## config.mk

```make
export PLATFORM = sky130hd
export DESIGN_NAME = pwm_dimmer
export DESIGN_NICKNAME = d
export VERILOG_FILES = /design/src/rtl/pwm_pkg.sv /design/src/rtl/pwm_chan.sv /design/src/rtl/pwm_dimmer.sv
export SDC_FILE = /design/constraint.sdc
export NUM_CORES = 1
export LEC_CHECK = 0
export CAP_MARGIN = 25
export CORE_MARGIN = 2
export CORE_UTILIZATION = 50
export CTS_CLUSTER_DIAMETER = 30
export DETAILED_ROUTE_END_ITERATION = 6
export HOLD_SLACK_MARGIN = 0.12
export PLACE_DENSITY = 0.7
export SETUP_SLACK_MARGIN = 0.02
export SLEW_MARGIN = 10
export SYNTH_ARGS = -nofsm -noshare
export SYNTH_HDL_FRONTEND = slang
export SYNTH_SLANG_ARGS = --single-unit
```

## constraint.sdc

```tcl
create_clock -name clk -period 3.3 [get_ports clk]
set_input_delay 0.825 -clock clk [delete_from_list [all_inputs] [get_ports clk]]
set_output_delay 0.825 -clock clk [all_outputs]
set_load 0.005 [all_outputs]
```

## src/rtl/pwm_pkg.sv

```systemverilog
// Shared definitions for the PWM dimmer: parameter defaults, raw key codes
// and the saturating duty step helper.
package pwm_pkg;

    localparam int unsigned DW_DEF       = 10;
    localparam int unsigned PRE_LOG_DEF  = 4;
    localparam int unsigned STEP_LOG_DEF = 15;

    // Widest duty the step helper handles.
    localparam int unsigned SAT_W = 16;

    // Raw active-low key codes: key[0] = up, key[1] = down.
    localparam logic [1:0] KEY_UP = 2'b10;
    localparam logic [1:0] KEY_DN = 2'b01;

    // One +/-1 step clamped to [0, max]; both or neither request holds the value.
    function automatic logic [SAT_W-1:0] sat_step(input logic [SAT_W-1:0] val,
                                                  input logic [SAT_W-1:0] max,
                                                  input logic             inc,
                                                  input logic             dec);
        logic [SAT_W-1:0] res;
        res = val;
        if (inc && !dec && (val < max)) begin
            res = val + SAT_W'(1);
        end else if (dec && !inc && (val != '0)) begin
            res = val - SAT_W'(1);
        end
        return res;
    endfunction

endpackage

```

## src/rtl/pwm_chan.sv

```systemverilog
// One PWM channel: shadow duty, period-aligned active duty and output compare.
module pwm_chan import pwm_pkg::*; #(
    parameter int unsigned DW = DW_DEF
) (
    input  logic          clk,
    input  logic          rst,
    input  logic [DW-1:0] per_cnt,
    input  logic          period_end,
    input  logic          we,
    input  logic [DW-1:0] wdata,
    output logic [DW-1:0] shadow,
    output logic          pwm
);

    logic [DW-1:0] active;

    // Shadow duty takes key/breathe updates at any time.
    always_ff @(posedge clk) begin
        if (rst) begin
            shadow <= '0;
        end else if (we) begin
            shadow <= wdata;
        end
    end

    // Active duty only changes at the period wrap, so no period is ever cut short.
    always_ff @(posedge clk) begin
        if (rst) begin
            active <= '0;
        end else if (period_end) begin
            active <= shadow;
        end
    end

    // Registered compare output.
    always_ff @(posedge clk) begin
        if (rst) begin
            pwm <= 1'b0;
        end else begin
            pwm <= (per_cnt < active);
        end
    end

endmodule

```

## src/rtl/pwm_dimmer.sv

```systemverilog
// Multi-channel PWM dimmer with debounced up/down keys and saturating duty.
// Optional breathe ramp is built only when PWM_BREATHE_EN is defined.
module pwm_dimmer import pwm_pkg::*; #(
    parameter int unsigned CH       = 4,
    parameter int unsigned DW       = DW_DEF,
    parameter int unsigned PRE_LOG  = PRE_LOG_DEF,
    parameter int unsigned STEP_LOG = STEP_LOG_DEF,
    localparam int unsigned SELW    = (CH > 1) ? $clog2(CH) : 1
) (
    input  logic            clk,
    input  logic            rst,
    input  logic [1:0]      key,
    input  logic [SELW-1:0] ch_sel,
    input  logic            mode,
    output logic [CH-1:0]   pwm,
    output logic [DW-1:0]   duty_o
);

    localparam logic [STEP_LOG-1:0] PRE_MASK = STEP_LOG'((1 << PRE_LOG) - 1);
    localparam logic [DW-1:0]       DUTY_MAX = '1;

    logic [STEP_LOG-1:0] div_cnt;
    logic [DW-1:0]       per_cnt;
    logic                tick_pwm;
    logic                tick_step;
    logic                period_end;

    logic [1:0] key_s1;
    logic [1:0] key_s2;
    logic [1:0] key_prev;
    logic       up_hit;
    logic       dn_hit;

    logic          step_inc;
    logic          step_dec;
    logic          step_all;
    logic [CH-1:0] sel_hit;
    logic [CH-1:0] we;
    logic [DW-1:0] wdata  [CH];
    logic [DW-1:0] shadow [CH];

    assign tick_pwm   = &(div_cnt | ~PRE_MASK);
    assign tick_step  = &div_cnt;
    assign period_end = tick_pwm && (&per_cnt);

    // Free-running clock divider and PWM period counter.
    always_ff @(posedge clk) begin
        if (rst) begin
            div_cnt <= '0;
            per_cnt <= '0;
        end else begin
            div_cnt <= div_cnt + STEP_LOG'(1);
            if (tick_pwm) begin
                per_cnt <= per_cnt + DW'(1);
            end
        end
    end

    // Two-flop key synchroniser plus the previous step sample for debounce.
    always_ff @(posedge clk) begin
        if (rst) begin
            key_s1   <= '0;
            key_s2   <= '0;
            key_prev <= '0;
        end else begin
            key_s1 <= key;
            key_s2 <= key_s1;
            if (tick_step) begin
                key_prev <= key_s2;
            end
        end
    end

    // A key counts only when low in this and the previous step sample.
    assign up_hit = ((key_s2 | KEY_UP) == KEY_UP) && ((key_prev | KEY_UP) == KEY_UP);
    assign dn_hit = ((key_s2 | KEY_DN) == KEY_DN) && ((key_prev | KEY_DN) == KEY_DN);

`ifdef PWM_BREATHE_EN
    localparam logic [1:0] BR_UP  = 2'd0;
    localparam logic [1:0] BR_TOP = 2'd1;
    localparam logic [1:0] BR_DN  = 2'd2;
    localparam logic [1:0] BR_BOT = 2'd3;

    logic [1:0]    br_state;
    logic [1:0]    br_state_nxt;
    logic [DW-1:0] br_lvl;
    logic [DW-1:0] br_lvl_nxt;
    logic          br_inc;
    logic          br_dec;

    // Breathe state and reference level advance once per step tick in mode 1.
    always_ff @(posedge clk) begin
        if (rst) begin
            br_state <= BR_UP;
            br_lvl   <= '0;
        end else if (tick_step && mode) begin
            br_state <= br_state_nxt;
            br_lvl   <= br_lvl_nxt;
        end
    end

    // Triangle ramp: climb, hold one tick at top, descend, hold one tick at 0.
    always_comb begin
        br_state_nxt = br_state;
        br_lvl_nxt   = br_lvl;
        br_inc       = 1'b0;
        br_dec       = 1'b0;
        case (br_state)
            BR_UP: begin
                br_inc     = 1'b1;
                br_lvl_nxt = br_lvl + DW'(1);
                if (br_lvl == DUTY_MAX - DW'(1)) begin
                    br_state_nxt = BR_TOP;
                end
            end
            BR_TOP: begin
                br_state_nxt = BR_DN;
            end
            BR_DN: begin
                br_dec     = 1'b1;
                br_lvl_nxt = br_lvl - DW'(1);
                if (br_lvl == DW'(1)) begin
                    br_state_nxt = BR_BOT;
                end
            end
            default: begin
                br_state_nxt = BR_UP;
            end
        endcase
    end
`else
    logic unused_mode;
    assign unused_mode = mode;
`endif

    // Step request: keys act on one channel, breathe acts on all of them.
    always_comb begin
        step_inc = up_hit && !dn_hit;
        step_dec = dn_hit && !up_hit;
        step_all = 1'b0;
`ifdef PWM_BREATHE_EN
        if (mode) begin
            step_inc = br_inc;
            step_dec = br_dec;
            step_all = 1'b1;
        end
`endif
    end

    // Channel decode; an out-of-range ch_sel matches nothing.
    always_comb begin
        sel_hit = '0;
        for (int i = 0; i < CH; i++) begin
            sel_hit[i] = (ch_sel == SELW'(i));
        end
    end

    // Per-channel write enable and saturated next duty.
    always_comb begin
        we    = '0;
        wdata = '{default: '0};
        for (int i = 0; i < CH; i++) begin
            wdata[i] = DW'(sat_step(SAT_W'(shadow[i]), SAT_W'(DUTY_MAX), step_inc, step_dec));
            we[i]    = tick_step && (step_all || sel_hit[i]) && (step_inc || step_dec);
        end
    end

    // Selected channel's shadow duty, zero when ch_sel is out of range.
    always_comb begin
        duty_o = '0;
        for (int i = 0; i < CH; i++) begin
            if (sel_hit[i]) begin
                duty_o = shadow[i];
            end
        end
    end

    for (genvar g = 0; g < CH; g++) begin : g_ch
        pwm_chan #(
            .DW(DW)
        ) u_chan (
            .clk        (clk),
            .rst        (rst),
            .per_cnt    (per_cnt),
            .period_end (period_end),
            .we         (we[g]),
            .wdata      (wdata[g]),
            .shadow     (shadow[g]),
            .pwm        (pwm[g])
        );
    end

endmodule

```

======== Yosys cells after proc, flatten, opt, wreduce, memory -nomap -nowiden ========
Index checks and enable logic that the tools add are counted.
cells by class
  add/subtract/negate cells ............... 10
  multipliers ............................. 0
  divide/modulo/power cells ............... 0
  order comparisons ....................... 8
  eq/ne operators ......................... 3
  shifts and indexed selects .............. 0
  muxes and demuxes ....................... 12
  bitwise gates (word level) .............. 4
  reductions and logical operators ........ 44
operator list
  kind                                                                  count
  10-bit 2-to-1 mux                                                     12
  10-bit by 1-bit adder with 10-bit output, second input constant       5
  10-bit less-than comparator                                           4
  10-bit less-than comparator, second input constant                    4
  10-bit nonzero test                                                   4
  10-bit by 1-bit subtractor with 10-bit output, second input constant  4
  1-bit logical AND                                                     23
  15-bit by 1-bit adder with 15-bit output, second input constant       1
  15-bit AND reduction                                                  1
  10-bit AND reduction                                                  1
  2-bit AND reduction                                                   4
  2-bit nonzero test                                                    4
  2-bit == test, second input constant                                  2
  1-bit logical NOT                                                     4
  1-bit NOT                                                             4
  4-bit AND reduction                                                   1
  2-bit by 1-bit == test with 1-bit output, second input constant       1
  2-bit logical NOT                                                     1
  1-bit logical OR                                                      1
word-level totals
  bits in registers ....................... 115
  bits in latches ......................... 0
  memory bits (writable) .................. 0
  ROM bits ................................ 0
  input bits .............................. 7
  output and inout bits ................... 14
  word-level logic and storage cells ...... 98
  memories kept ........................... 0

======== Longest topological paths before layout ========
Gate-level depths: netlist of run 1.
  word-level depth ........................ 9
  mapped depth ............................ 13
  gate-level depth less buffers ........... 13

======== Hierarchy ========
Synthesis of run 1 repeated with hierarchy kept, for this count alone.
second synthesis, totals
  cell total of the unflattened synthesis .. 837
  area, all modules ....................... 7315.8 sq um
modules (own cells, without submodules)
  module      times used  cells an instance  area an instance (sq um)  seq. area each (sq um)
  pwm_chan    4           97                 942.2                     420.4
  pwm_dimmer  1           449                3547.2                    620.6

======== Least setup slack after synthesis of run 1 ========
OpenSTA, ideal clock, no wires.
  path kind ............................... register to register
  start ................................... reg g_ch[0].u_chan.shadow[5]
  end ..................................... reg g_ch[0].u_chan.shadow[9]
  setup time .............................. 0.121 ns
  arrival ................................. 3.301 ns
  required time ........................... 3.179 ns
  slack ................................... -0.121 ns
  stages on the path, launching flop included .. 11
  path buffers ............................ 0
  period minus slack after synthesis ...... 3.421 ns
  cells stage by stage .................... dfxtp_1 nand2_1 o41ai_1 ha_1 a21o_1 a21oi_1 o21ai_0 a31oi_1 o21ai_0 mux2i_1 mux2_2
on the way
  word-level cells in the longest chain between the ends .. 4
  elaborated cells on any way between the ends .. 10
  those cells by class .................... add/sub (2); order compare (1); mux (2); reduce/logical (5)
ends and longest elaborated chain
  item                                                                RTL line                      RTL
  from (decl)                                                         pwm_chan.sv:11                output logic [DW-1:0] shadow,
  from (signal assigned)                                              pwm_chan.sv:22                shadow <= wdata;
  10-bit less-than comparator or 10-bit nonzero test (tied branches)  pwm_pkg.sv:23, pwm_pkg.sv:25
  1-bit logical AND (on tied branches)                                pwm_pkg.sv:23, pwm_pkg.sv:25
  2-bit nonzero test (no line)                                        -
  2-bit AND reduction (no line)                                       -
Parallel ways exist; a longest one is shown, timed or not. The select of a mux whose other input is x is not followed.
A chain may end at the register's enable or synchronous reset.

======== Worst setup path after layout of run 1 ========
  start ................................... in ch_sel[0]
  end ..................................... out duty_o[5]
on the way
  word-level cells in the longest chain between the ends .. 5
  elaborated cells on any way between the ends .. 8
  those cells by class .................... eq/ne (3); mux (4); reduce/logical (1)
ends and longest elaborated chain
  item                            RTL line           RTL
  from (decl)                     pwm_dimmer.sv:13   input logic [SELW-1:0] ch_sel,
  2-bit logical NOT               pwm_dimmer.sv:154  sel_hit[i] = (ch_sel == SELW'(i));
  10-bit 2-to-1 mux (3 in a row)  pwm_dimmer.sv:172  if (sel_hit[i]) begin
  10-bit 2-to-1 mux *             pwm_dimmer.sv:172
  to (decl)                       pwm_dimmer.sv:16   output logic [DW-1:0] duty_o
Mark *: on every way between the ends. The rest lies on a longest branch, timed or not.

==> results summary, run 1 <==
Synthesis inferred roughly 120 register bits. From bottom edge to top edge, the die measures 121.9 um. The share of total power dissipated in the clock network is 54.4%. The flow ran to the end, and the final reports show no timing, DRC or antenna violations. The total die area came out at approximately 15000 um2. The placer congestion estimate came out at 0.8505. The count of different cell masters after synthesis is 47. The largest total area in the synthesized netlist belongs to dfxtp_1. The Yosys step of the flow raised 0 warnings. The period utilization came out at 98.81%. The synthesized-area fraction occupied by xor and xnor cells came out at 6.049%.

The final hold violation count came out at 0. Net switching is 21.88% of the power. The library cell with the highest instance count after synthesis is nand2_1. The combinational share of power came out at 4.1%. The leakage power summed over all cells came out at 3.373 nW. The final layout net count is 990.

STA classifies the critical path endpoint as an output pin. For hold timing, the worst endpoint is key_s2[0]. The detailed-route vias per instance is ~5.4. The total detailed-routing wirelength came out at 16.15 mm. After synthesis the cells add up to 6950 um2. The startpoint identified for the worst register-to-register timing path is key_prev[0]. The number of global-route vias before repair came out at 5543.

The final clock skew came out at 0.009352 ns. The category of the critical setup timing path is input port to output pin. The compound-cell area share of the yosys netlist came out at 12.46%. The deepest level of the CTS H-tree came out at 4. The count of nets left with antenna violations after detail routing is 0. Along the worst path, the maximum fanout reaches 8.

The register area share after synthesis came out at 33.12%. The min-delay analysis places its worst path in the category register to register. The share of synthesized cell area in full adder, half adder and majority cells came out at 14.11%. The number of nets in the synthesized netlist came out at a little over 900. The number of remaining DRC errors is 0. The total global routing track utilization came out at 23.33%. The number of antenna violations at the first check in global routing is 0. In the synthesized netlist the dominant register cell turns out to be dfxtp_1. The total of max-cap violations is 0. The final max-slew violation count was 0. The data arrival time of the critical path came out at 2.44 ns. The core box area is 13720 um2. The clock net in this run drives a total of approximately 120 sinks. From synthesis to final layout, the design area changed by 19.78%.

The overall die width came out at approximately 120 um. The iteration count of the initial detailed-routing pass is 4. The worst path required time came out at between 2 and 2.5 ns. The share of synthesized flip-flops with an asynchronous set or reset came out at 0%. The number of vias after detailed routing came out at 5970.

The total setup violations reported at the end of the flow is 0. The sort of element at the start of the critical path is an input port. The dominant combinational cell family by area after synthesis is simple AND/OR/NAND/NOR gates.

The floorplan has 43 rows. The maximum number of pins on one net before global-route repair came out at 95. Final hold analysis gives a worst-case slack of 0.4304 ns.

The depth of the worst register-to-register path came out at 13. The critical hold path startpoint is key_s1[0]. The count of flip-flops with a built-in enable after synthesis came out at 0. The first global-routing pass estimated 26.83 mm of wire. Counting instances, the worst hold path has a depth of 1. In this run the register-to-register setup slack is ~0.21 ns. The cell-internal power is 2.632 mW. The initial detailed-routing violation count is 449.

The repair_antennas step left the layout with diodes totalling 0. The HPWL after detailed placement came out at 11.27 mm. The critical path starts at ch_sel[0]. Synthesis produced approximately 840 cells. The initial cell density of the core is 50.66%. After clock tree synthesis, the clock-pin slew on the worst setup and hold paths is 0.06 ns. The number of top-level pins came out at 21. The clock latency reported for the late side of the worst-skew pair came out at about 0.42 ns. In the post-synthesis netlist, the biggest area contributors are dfxtp_1, ha_1, nand2_1, a21oi_1, nor2_1. After routing, the total negative slack on setup checks comes to 0 ns. The TritonCTS buffer count is 17.

The final critical-path required period came out at 3.261 ns. Setup repair after global routing left no endpoint under its margin. The net switching power of the design came out at 0.7369 mW. The relative contribution of sequential cells to total power is 41.5%. The share of synthesized area in the top cell type comes to about a third. The mean cell area of the mapped netlist is 8.235 um2. The critical register-to-register path endpoint is g_ch[0].u_chan.shadow[9].

Of the cells placed in the final design, the portion with a size suffix greater than 1 is 13.15%. Based on the critical path, the design can be clocked at up to about 300 MHz. The post-cts hold buffer count came out at 0. TritonCTS built the clock tree. Measured against its own limit, the worst slew margin works out to between 30% and 40%. After global routing the overflow that remains totals 0.

By count the netlist is led by nand2_1, dfxtp_1, nor2_1. The worst-margin pin slew is 0.9972 ns. The basic-gate share of the synthesized area counting and, or, nand and nor cells is 21.31%. The maximum clock path buffer count came out at 2. Clock tree synthesis selected as its root buffer the cell clkbuf_16. The total power divided by cell area is roughly 400 nW/um2. The mux cell area share after synthesis is 7.471%. Dividing the detail-routed wire length by the instance count gives 14.68 um. The maximum vdd drop came out at roughly 450 uV. Input and output buffers added on the ports amount to 19.
-- layout make-up --
type	count	area [um2]
clock inverter	15	166.4
sequential	115	2302
tap	180	225.2
multi-input combinational	636	4322
fill	1222	5394
timing repair buffer	80	670.6
clock buffer	17	425.4
inverter	57	214.0
-- power groups by stage --
stage / combinational [mW] / clock [mW] / sequential [mW]
after floorplan: 0.0939 / 0 / 1.43
after global placement: 0.125 / 0 / 1.43
after detailed placement: 0.128 / 0 / 1.43
after CTS: 0.134 / 1.86 / 1.40
after global routing: 0.154 / 1.92 / 1.40
final: 0.139 / 1.83 / 1.40
-- cells by family after synthesis --
logic type | count (synthesis)
xor gates and xnor gates | 48
DFF | 115
buffers and inverters | 93
and+or+nand+nor | 324
AOI/OAI and AO/OA | 149
adders and majority gates | 76
muxes | 39
-- through the flow --
step	setup WS, ns	area [um2]	utilization [%]	cells	total power [mW]
6_report	0.03921	8325	60.68	1100	3.369
3_3_place_gp	-0.02055	7615	55.50	1057	1.553
5_1_grt	0.02426	8325	60.68	1100	3.475
2_1_floorplan	0.1288	6965	-	844	1.521
3_5_place_dp	-0.08009	7615	55.50	1057	1.555
4_1_cts	0.02917	8255	60.17	1094	3.391
-- routing by layer --
metal	vias up	part of all wire [%]	track usage [%]	routed length (um)
met3	25	4.5	5.852	730
met4	0	1.7	8.261	272
met1	2790	46	30.22	7471
li1	3027	-	-	-
met2	128	48	37.81	7676
met5	-	0	0	0
-- worst max-delay path: stages --
cell and delay [ns]:
clkdlybuf4s50_1 0.51, buf_12 0.13, mux4_2 0.50, clkdlybuf4s50_1 0.46
-- registers in the layout, indices dropped and copies added, names as in the netlist --
name / cells
g_ch.u_chan.pwm: 4
key_s1: 2
g_ch.u_chan.shadow: 40
div_cnt: 15
key_prev: 2
g_ch.u_chan.active: 40
per_cnt: 10
key_s2: 2
-- worst max-delay path by stage --
stage                               endpoint  slack [ns]  cells past startpoint
finish                             duty_o[5]        0.04                      4
detailed placement  g_ch[0].u_chan.shadow[9]       -0.08                     10
global placement                   duty_o[8]       -0.02                      4
CTS                                duty_o[2]        0.03                      4
floorplan           g_ch[1].u_chan.shadow[9]        0.13                     10
global route                       duty_o[0]        0.02                      4
-- cells in the final DEF (no fill, tap or decap), types with 13 or more instances in the layout --
cell type	Yosys	final
o21ai_0	30	29
nor2_1	105	104
ha_1	72	71
xnor2_1	31	31
xor2_1	17	17
clkbuf_16	0	17
a21oi_1	80	80
dfxtp_1	115	115
nand2_1	119	119
nor2b_1	21	21
inv_1	57	57
buf_4	5	59
mux2i_1	26	26
nor3_1	13	13
-- repair_timing --
action | 4_1_cts | 5_1_grt
setup endpoints to repair | 13 | 6
resized for setup | 8 | 5
pin swaps | 0 | 2
setup buffers | 5 | 6
(Power assumes the default switching activity.)
==> run 2: changes to the inputs <==
--- a/config.mk
+++ b/config.mk
@@ -12,7 +12,6 @@
 export DETAILED_ROUTE_END_ITERATION = 6
 export HOLD_SLACK_MARGIN = 0.12
 export PLACE_DENSITY = 0.7
-export SETUP_SLACK_MARGIN = 0.02
 export SLEW_MARGIN = 10
 export SYNTH_ARGS = -nofsm -noshare
 export SYNTH_HDL_FRONTEND = slang
==> run 2 against run 1 <==
- cell count is 0.36% lower
- largest power group unchanged
- critical path type unchanged
- sequential power hardly changed
- die area stayed put
- flip-flop and latch count stayed put
- clock-buffer cell count stayed put
- worst setup slack worse by 0.0056 ns
- combinational power is 3% lower
- clock skew is 0.0031 ns lower
- via count is 0.69% lower
- non-clock buffer count is 4 lower
==> results summary, run 2 (synthesis gave the netlist of run 1 again) <==
The number of buffers and inverters on the critical path is 3 (unchanged). The switching part of the total is 21.97% (+0.092 points). The worst path setup slack after routing came to 0.03364 ns (-0.005564 ns). STA classifies the critical path endpoint as an output pin.

The top cell types in the final layout, fill and taps aside, are nand2_1, dfxtp_1, nor2_1. The initial detailed-routing violation count came out at 396 (-12%). The pre-CTS setup slack is -0.08009 ns (unchanged).

The deepest level of the CTS H-tree is 4 (unchanged). The final critical-path required period came out at 3.266 ns (+0.005564 ns). The cell area after placement was 7615 um2 (unchanged). The initial cell density of the core is 50.66% (unchanged). The count of nets left with antenna violations after detail routing was 0 (unchanged).

The root buffer cell is clkbuf_16. The total power divided by cell area is 406.5 nW/um2 (+0.45%). The cell-internal power is 2.629 mW (-0.11%). The overall die width was 121.9 um (unchanged). The detailed-routing wirelength on met1 is 7.498 mm (+0.36%). The worst-case headroom to the max-slew limit was 33.64% (+0.13 points). The HPWL after detailed placement is 11.27 mm (unchanged). The maximum clock frequency was 306.2 MHz (-0.17%). The most numerous cell type found on the critical path is clkdlybuf4s50_1.

The number of global-route vias before repair came out at 5529 (-0.25%). Leaving out fill and tap cells, the most frequent cell in the layout is nand2_1. The worst hold slack came out at 0.4325 ns (+0.002101 ns). The flow ran to the end, and the final reports show no timing, DRC or antenna violations. The detailed-route vias per instance came to 5.410 (-0.32%). The largest registers in the layout are g_ch.u_chan.active x40, g_ch.u_chan.shadow x40, div_cnt x15.

The cell count after placement is 1057 (unchanged). The combinational share of power is 4.0% (about the same). The core occupancy in the finished layout came out at 60.42% (-0.26 points).

The count of non-filler cells in the finished layout is 1096 (-0.36%). The number of core rows came out at 43 (unchanged). The period utilization is 98.98% (+0.17 points). The clock input transition at the sequential cells of the worst setup and hold paths came to 0.06 ns (about the same).

The number of buffers inserted by port buffering is 19 (unchanged). The placer congestion estimate came to 0.8505 (unchanged). The maximum vdd drop is 454.4 uV (+0.44%). The class of the worst hold path is register to register.

The delay of the slowest critical-path stage is 0.51 ns (about the same). The final hold violation count came to 0 (unchanged). The total die area is 14860 um2 (unchanged).

The clock latency reported for the late side of the worst-skew pair is 0.42 ns (about the same). The master of the slowest instance on the critical path is clkdlybuf4s50_1. The worst-margin pin slew is 0.9953 ns (-0.001880 ns). The final clock skew is 0.006269 ns (-0.003082 ns).

The power after layout is 3.369 mW (about the same). The wire length per cell after detailed routing is 14.66 um (-0.15%). The antenna cell count came out at 0 (unchanged). The iteration count of the initial detailed-routing pass came out at 5 (+1). The data arrival time of the critical path is 2.44 ns (about the same). The total grt overflow is 0 (unchanged). The area growth from synthesis to final layout is 19.26%.

The final max-slew violation count came out at 0 (unchanged). The total met2 wirelength after detailed routing came out at 7.640 mm (-0.47%). The final layout net count came out at 986 (-0.40%). The number of vias after detailed routing came out at 5929 (-0.69%).

The post-layout instance area came out at 8289 um2 (-0.44%). The core box area came out at 13720 um2 (unchanged). The maximum clock path buffer count came out at 2 (unchanged). The number of remaining DRC errors is 0 (unchanged). The maximum number of pins on one net before global-route repair came to 95 (unchanged).

The critical path in this run is classified as input port to output pin. The number of antenna violations at the first check in global routing is 0 (unchanged). Setup repair after global routing left no endpoint under its margin.

The total setup violations reported at the end of the flow is 0 (unchanged). The TritonCTS buffer count is 17 (unchanged). The worst-case register-to-register setup slack came out at 0.23 ns (+0.02 ns).

The vertical extent of the die is 121.9 um (unchanged). The first-pass GRT wire length came to 26.80 mm (-0.10%). The setup TNS is 0 ns (unchanged). The total global routing track utilization came to 23.31% (about the same).

The relative contribution of sequential cells to total power is 41.5% (about the same). The critical path goes through clkdlybuf4s50_1, buf_12, mux4_2, clkdlybuf4s50_1. The leakage power summed over all cells came to 3.346 nW (-0.78%).

The worst setup path is launched from an input port. The number of top-level pins was 21 (unchanged). The TritonCTS sink count is 115 (unchanged). TritonCTS built the clock tree.

The kind of cell with the highest combined delay along the critical path is buffers and inverters. The share of layout cells above drive strength 1 is 12.66% (-0.49 points). The worst path required time came out at 2.47 ns (about the same). The met3 layer wire length in the routed design came to 662 um (-9.3%).

The net switching power of the design is 0.7401 mW (+0.43%). The clock network fraction of total power came out at 54.5% (about the same). The highest net fanout along the worst path was 9 (+1).

The total of max-cap violations is 0 (unchanged). The total detailed-routing wirelength is 16.07 mm (-0.51%). The topmost layer with routed signal wires is met4.
[run 2: changes by cell type in the layout (fill, tap and decap cells not counted), sizes merged]
cell and delta:
buf -4, clkdlybuf4s50 +1, dlygate4sd2 -1
[run 2: power groups by stage]
stage	logic, mW	clock network, mW	registers (mW)
CTS	0.130	1.86	1.40
finish	0.135	1.84	1.40
detailed placement	0.128	0	1.43
global placement	0.125	0	1.43
floorplan	0.0939	0	1.43
global route	0.150	1.92	1.40
[run 2: final timing paths]
path	startpoint	end	cells past startpoint
worst max-delay path	ch_sel[0]	duty_o[4]	4
worst min-delay path	key_s1[0]	key_s2[0]	1
worst max register to register	g_ch[0].u_chan.shadow[8]	g_ch[0].u_chan.shadow[9]	10
worst min register to register	key_s1[0]	key_s2[0]	1
[run 2: repair_timing]
item | CTS | global route
hold buffers | 0 | 0
gates resized for setup | 6 | 4
buffers inserted | 2 | 5
endpoints found under the setup margin | 9 | 8
pin swaps | 0 | 1
[run 2: cell type report]
cell class | count | area (um2)
Clock buffer | 17 | 425.4
Fill cell | 1226 | 5430
Multi-Input combinational cell | 636 | 4314
Clock inverter | 15 | 166.4
Sequential cell | 115 | 2302
Tap cell | 180 | 225.2
Timing Repair Buffer | 76 | 641.9
Inverter | 57 | 214.0
[run 2: worst reg2reg max path, cell delays in order, from the launching register on]
cell and delay, ns:
dfxtp_1 0.34, nand2_1 0.10, o41ai_4 0.73, ha_1 0.41
a21o_1 0.19, a21oi_1 0.13, o21ai_0 0.14, a31oi_1 0.22
o21ai_0 0.16, mux2i_1 0.20, mux2_2 0.35
[run 2: layer usage]
metal | track usage (%) | vias up
li1 | - | 3019
met1 | 30.25 | 2781
met2 | 37.81 | 106
met3 | 5.758 | 23
met4 | 8.190 | 0
met5 | 0 | -
